[src/rtl/sm83_pkg.sv]
// rtl/sm83_pkg.sv - shared SM83 bus types, DMA states and address constants.
package sm83_pkg;

  typedef logic [15:0] addr_t;
  typedef logic [7:0]  data_t;

  typedef enum logic [1:0] {
    DMA_IDLE,
    DMA_START,
    DMA_XFER
  } dma_state_t;

  localparam data_t HI_BASE   = 8'hFF;
  localparam data_t ECHO_BASE = 8'hE0;
  localparam data_t ECHO_OFS  = 8'h20;

endpackage

[src/rtl/sm83_bus_dma.sv]
// rtl/sm83_bus_dma.sv - CPU bus splitter (main/high) with FF46 OAM DMA engine.
// DMA locks the CPU off the main bus while copying 160 bytes into OAM.
module sm83_bus_dma
  import sm83_pkg::*;
#(
  parameter logic [15:0] DMA_REG_ADDR = 16'hFF46,
  parameter int          OAM_LEN      = 160,
  parameter logic [7:0]  OPEN_BUS     = 8'hFF
) (
  input  logic        clk,
  input  logic        rst,
  input  logic [15:0] cpu_r_addr,
  output logic [7:0]  cpu_r_data,
  input  logic [15:0] cpu_w_addr,
  input  logic [7:0]  cpu_w_data,
  input  logic        cpu_w_wen,
  output logic [15:0] mem_r_addr,
  input  logic [7:0]  mem_r_data,
  output logic [15:0] mem_w_addr,
  output logic [7:0]  mem_w_data,
  output logic        mem_w_wen,
  output logic [7:0]  hi_r_addr,
  input  logic [7:0]  hi_r_data,
  output logic [7:0]  hi_w_addr,
  output logic [7:0]  hi_w_data,
  output logic        hi_w_wen,
  output logic [7:0]  oam_w_addr,
  output logic [7:0]  oam_w_data,
  output logic        oam_w_wen,
  output logic        dma_busy
);

  localparam logic [7:0] LAST_IDX = 8'(OAM_LEN - 1);

  dma_state_t state_q, state_d;
  data_t      src_q, src_d;
  logic [7:0] idx_q, idx_d;
  logic       lock_q, lock_d;

  logic  cpu_r_hi, cpu_w_hi, dma_wr, dma_owns_bus;
  data_t src_eff;

  always_ff @(posedge clk) begin
    if (rst) begin
      state_q <= DMA_IDLE;
      src_q   <= 8'hFF;
      idx_q   <= 8'h00;
      lock_q  <= 1'b0;
    end else begin
      state_q <= state_d;
      src_q   <= src_d;
      idx_q   <= idx_d;
      lock_q  <= lock_d;
    end
  end

  assign cpu_r_hi = (cpu_r_addr[15:8] == HI_BASE);
  assign cpu_w_hi = (cpu_w_addr[15:8] == HI_BASE);
  assign dma_wr   = cpu_w_wen && (cpu_w_addr == DMA_REG_ADDR);
  // Echo RAM sources fold back onto work RAM.
  assign src_eff  = (src_q >= ECHO_BASE) ? (src_q - ECHO_OFS) : src_q;

  always_comb begin
    state_d = state_q;
    src_d   = src_q;
    idx_d   = idx_q;
    lock_d  = lock_q;
    unique case (state_q)
      DMA_START: begin
        state_d = DMA_XFER;
        idx_d   = 8'h00;
        lock_d  = 1'b1;
      end
      DMA_XFER: begin
        if (idx_q == LAST_IDX) begin
          state_d = DMA_IDLE;
          idx_d   = 8'h00;
          lock_d  = 1'b0;
        end else begin
          idx_d = idx_q + 8'd1;
        end
      end
      default: ;
    endcase
    // A register write restarts the copy and outranks completion; lock is held as-is.
    if (dma_wr) begin
      src_d   = cpu_w_data;
      idx_d   = 8'h00;
      state_d = DMA_START;
      lock_d  = lock_q;
    end
  end

  assign dma_owns_bus = lock_q || (state_q == DMA_XFER);
  assign dma_busy     = (state_q != DMA_IDLE);

  assign mem_r_addr = dma_owns_bus ? {src_eff, idx_q} : cpu_r_addr;
  assign mem_w_addr = cpu_w_addr;
  assign mem_w_data = cpu_w_data;
  assign mem_w_wen  = !dma_owns_bus && cpu_w_wen && !cpu_w_hi;

  assign hi_r_addr = cpu_r_addr[7:0];
  assign hi_w_addr = cpu_w_addr[7:0];
  assign hi_w_data = cpu_w_data;
  assign hi_w_wen  = cpu_w_wen && cpu_w_hi && !dma_wr;

  assign oam_w_addr = idx_q;
  assign oam_w_data = mem_r_data;
  assign oam_w_wen  = (state_q == DMA_XFER);

  always_comb begin
    cpu_r_data = mem_r_data;
    if (cpu_r_addr == DMA_REG_ADDR) begin
      cpu_r_data = src_q;
    end else if (cpu_r_hi) begin
      cpu_r_data = hi_r_data;
    end else if (dma_owns_bus) begin
      cpu_r_data = OPEN_BUS;
    end
  end

endmodule

[config.mk]
export PLATFORM = sky130hd
export DESIGN_NAME = sm83_bus_dma
export DESIGN_NICKNAME = d
export VERILOG_FILES = /design/src/rtl/sm83_pkg.sv /design/src/rtl/sm83_bus_dma.sv
export SDC_FILE = /design/constraint.sdc
export NUM_CORES = 1
export LEC_CHECK = 0
export CAP_MARGIN = 0
export CORE_MARGIN = 5
export CORE_UTILIZATION = 36
export CTS_CLUSTER_DIAMETER = 50
export CTS_CLUSTER_SIZE = 14
export DETAILED_ROUTE_END_ITERATION = 6
export GPL_ROUTABILITY_DRIVEN = 0
export GPL_TIMING_DRIVEN = 0
export PLACE_DENSITY = 0.95
export SLEW_MARGIN = 15
export SYNTH_ARGS = -nofsm -noshare
export SYNTH_HDL_FRONTEND = slang
export SYNTH_SLANG_ARGS = --single-unit
[constraint.sdc]
create_clock -name clk -period 5 [get_ports clk]
set_input_delay 0.75 -clock clk [delete_from_list [all_inputs] [get_ports clk]]
set_output_delay 0.75 -clock clk [all_outputs]
set_load 0.1 [all_outputs]
==> run_results.csv <==
group,metric,value,unit
grt,grt_max_degree,11,
die,ios,151,
critical_path,worstPathArrival,3.68,ns
logic_synthesis,async_flop_share,0,
critical_path,endpoint_kind,"primary output",
route,dr.pass1.iters,4,
route,met1_length,2558,um
logic_synthesis,ys_top_cells_by_area,"buf_4 23%, dfxtp_1 20%, mux2_2 7.8%",
route,dr_wl_met3,844,um
route,drc,0,
placed_design,placedCellCount,456,
sta,setup_viol,0,
layout,drive_gt1_frac,0.2051,
route,wl_per_cell,14.50,um
pwr,power_density,197.3,nW/um^2
route,ant_nets,0,
route,wl_met2,3184,um
logic_synthesis,synth_ff_type,"dfxtp_1",
worst_hold_path,whs_path_depth,2,
placed_design,place_ws,0.6027,ns
layout,area_delta_synth_final,87.36,%
critical_path,path_max_fanout,10,
grt,grt_pass1_wl,9970,um
sta,tightest_slew,1.012,ns
sta,slew_headroom,0.3232,
clock_network,cts_tree,"built",
critical_path,critPathLaunchType,"input port",
clock_network,cts_root_buf,"clkbuf_8",
die,core_area,5075,sq um
clock_network,postCtsResizedCells,0,
grt,grt_pass1_vias,2174,
logic_synthesis,synth_top_area_share,0.2288,
placed_design,portBuffers,150,
clock_network,insertion_delay,0.25,ns
layout,antenna_cells,0,
logic_synthesis,syn_inst,236,
critical_path,critical_path_class,"input port to primary output",
sta,drv_slew,0,
logic_synthesis,yosys_warnings,0,
clock_network,path_clk_slew,0.06,ns
logic_synthesis,synth_edf_count,0,
die,core.rowCount,26,
logic_synthesis,yosysUniqueCellTypes,40,
clock_network,cts_max_level,1,
sta,fin_ws,0.5747,ns
clock_network,cts_made_buffers,3,
sta,finClkSkew,0.008562,ns
placed_design,hpwl,5739,um
layout,nNetsFinal,455,
layout,final_util,0.6906,
logic_synthesis,syn_area,1871,sq um
logic_synthesis,ys_seq_elements,19,
pwr,ir_drop,0.0001285,V
worst_hold_path,hold_path.class,"register to register",
critical_path,r2r_cells,6,
critical_path,crit_required,4.25,ns
logic_synthesis,syn_nets,300,
run,drv_cap,0,
route,wirelength,6671,um
route,drtIter0Drc,86,
grt,grt_overflow_total,0,
route,top_layer_used,"met4",
sta,hold_viol,0,
sta,tns,0,ns
die,dieWidth,82.08,um
sta,fin_crit,4.425,ns
clock_network,postCtsSetupBuffers,0,
route,viasPerCell,4.735,
pwr,p_leak,0.001424,uW
die,die_height,82.08,um
sta,fmax,0.2260,GHz
layout,layout.cells.non_filler,460,
clock_network,cts_sinks,19,
logic_synthesis,synth_seq_area_share,0.2033,
die,initial_core_util,0.3686,
sta,rsz0062_at_grt,"no",
logic_synthesis,yosysTopAreaCell,"buf_4",
clock_network,clk_path_buf_depth,2,
grt,antenna_found_initial,0,
logic_synthesis,avgSynthCellArea,7.926,sq um
clock_network,cts_hold_buf,0,
route,num_vias,2178,
die,die_area,6737,sq um
grt,grt_use_total,0.1885,
sta,post-route-period-util,0.8851,
outcome,status,"finished, final reports clean",
-- area by class of cell --
cell class / count / area (sq um)
multi-input cells: 145 / 997.2
clock buffers: 4 / 45.04
repair buffers: 150 / 1501
well taps: 70 / 87.58
inverters: 7 / 26.28
flip-flops and latches: 19 / 380.4
plain buffers: 65 / 466.7
fillers: 403 / 1570
-- worst max-delay path, cell delays in order --
cell             delay (ns)
clkdlybuf4s50_1        0.44
or4b_4                 0.57
nor4_4                 0.35
buf_6                  0.20
nand2_1                0.06
o31ai_1                0.09
clkdlybuf4s50_1        1.20
-- path summary, 6_finish.rpt --
check	from	end	slack, ns
setup reg to reg	state_q[1]	oam_w_addr[6]	3.21
setup / recovery	cpu_r_addr[5]	cpu_r_data[2]	0.57
hold reg to reg	src_q[4]	src_q[4]	0.55
hold / removal	src_q[4]	src_q[4]	0.55
-- report_power, final --
group	switching, uW	total, uW	internal (uW)
registers	0.00139	151	151
logic	304	435	131
clock network	48.3	105	56.5
total	353	692	339
-- metrics by stage --
step	hold WS (ns)	instance area (sq um)	total power, uW
2_1_floorplan	0.4977	1871	465.9
3_3_place_gp	0.5247	3460	587.9
3_5_place_dp	0.5406	3460	591.1
4_1_cts	0.5544	3505	696.1
5_1_grt	0.5896	3505	713.2
6_report	0.5512	3505	691.6
-- per-layer routing --
metal  global-route usage  vias up
li1                     -     1077
met1               0.1991      972
met2               0.3481      123
met3              0.07346        6
met4              0.04485        0
met5                    0        -
-- registers in the layout, summed over array words and instances (netlist names) --
signal	flops
state_q	2
lock_q	1
oam_w_addr	8
src_q	8
-- cells in the mapped netlist (5+ instances only) --
cell	instances
nor3_1	11
clkbuf_1	6
nor2_1	26
nand2_1	21
nor4_1	8
buf_4	57
xor2_1	5
ha_1	5
mux2_2	13
inv_1	7
dfxtp_1	19
o31ai_1	8
mux2i_1	8
-- cell families (layout without fill, tap and decap cells) --
logic type,count (synthesis),count (layout),synth area share
and+or+nand+nor,92,92,0.2722
DFF,19,19,0.2033
buffers and inverters,72,226,0.2635
xor gates and xnor gates,6,6,0.02809
muxes,21,21,0.1211
adders and majority gates,5,5,0.03344
AOI/OAI and AO/OA,21,21,0.07827
-- cell usage in the layout (no fill, tap or decap), drive strengths merged, types with 2 or more instances in the layout --
cell and instances:
inv 7, and4 3, xor2 5, dfxtp 19, a21oi 2, o21ai 4, o31ai 8, nor2b 2
nor3 11, ha 5, a22oi 2, nor4 9, mux2 13, buf 59, mux2i 8, nand3 4
clkdlybuf4s50 150, nand2 21, nor2 27, and3 3, clkbuf 10, nand4 5
No activity file was read; power rests on OpenSTA's default activity.
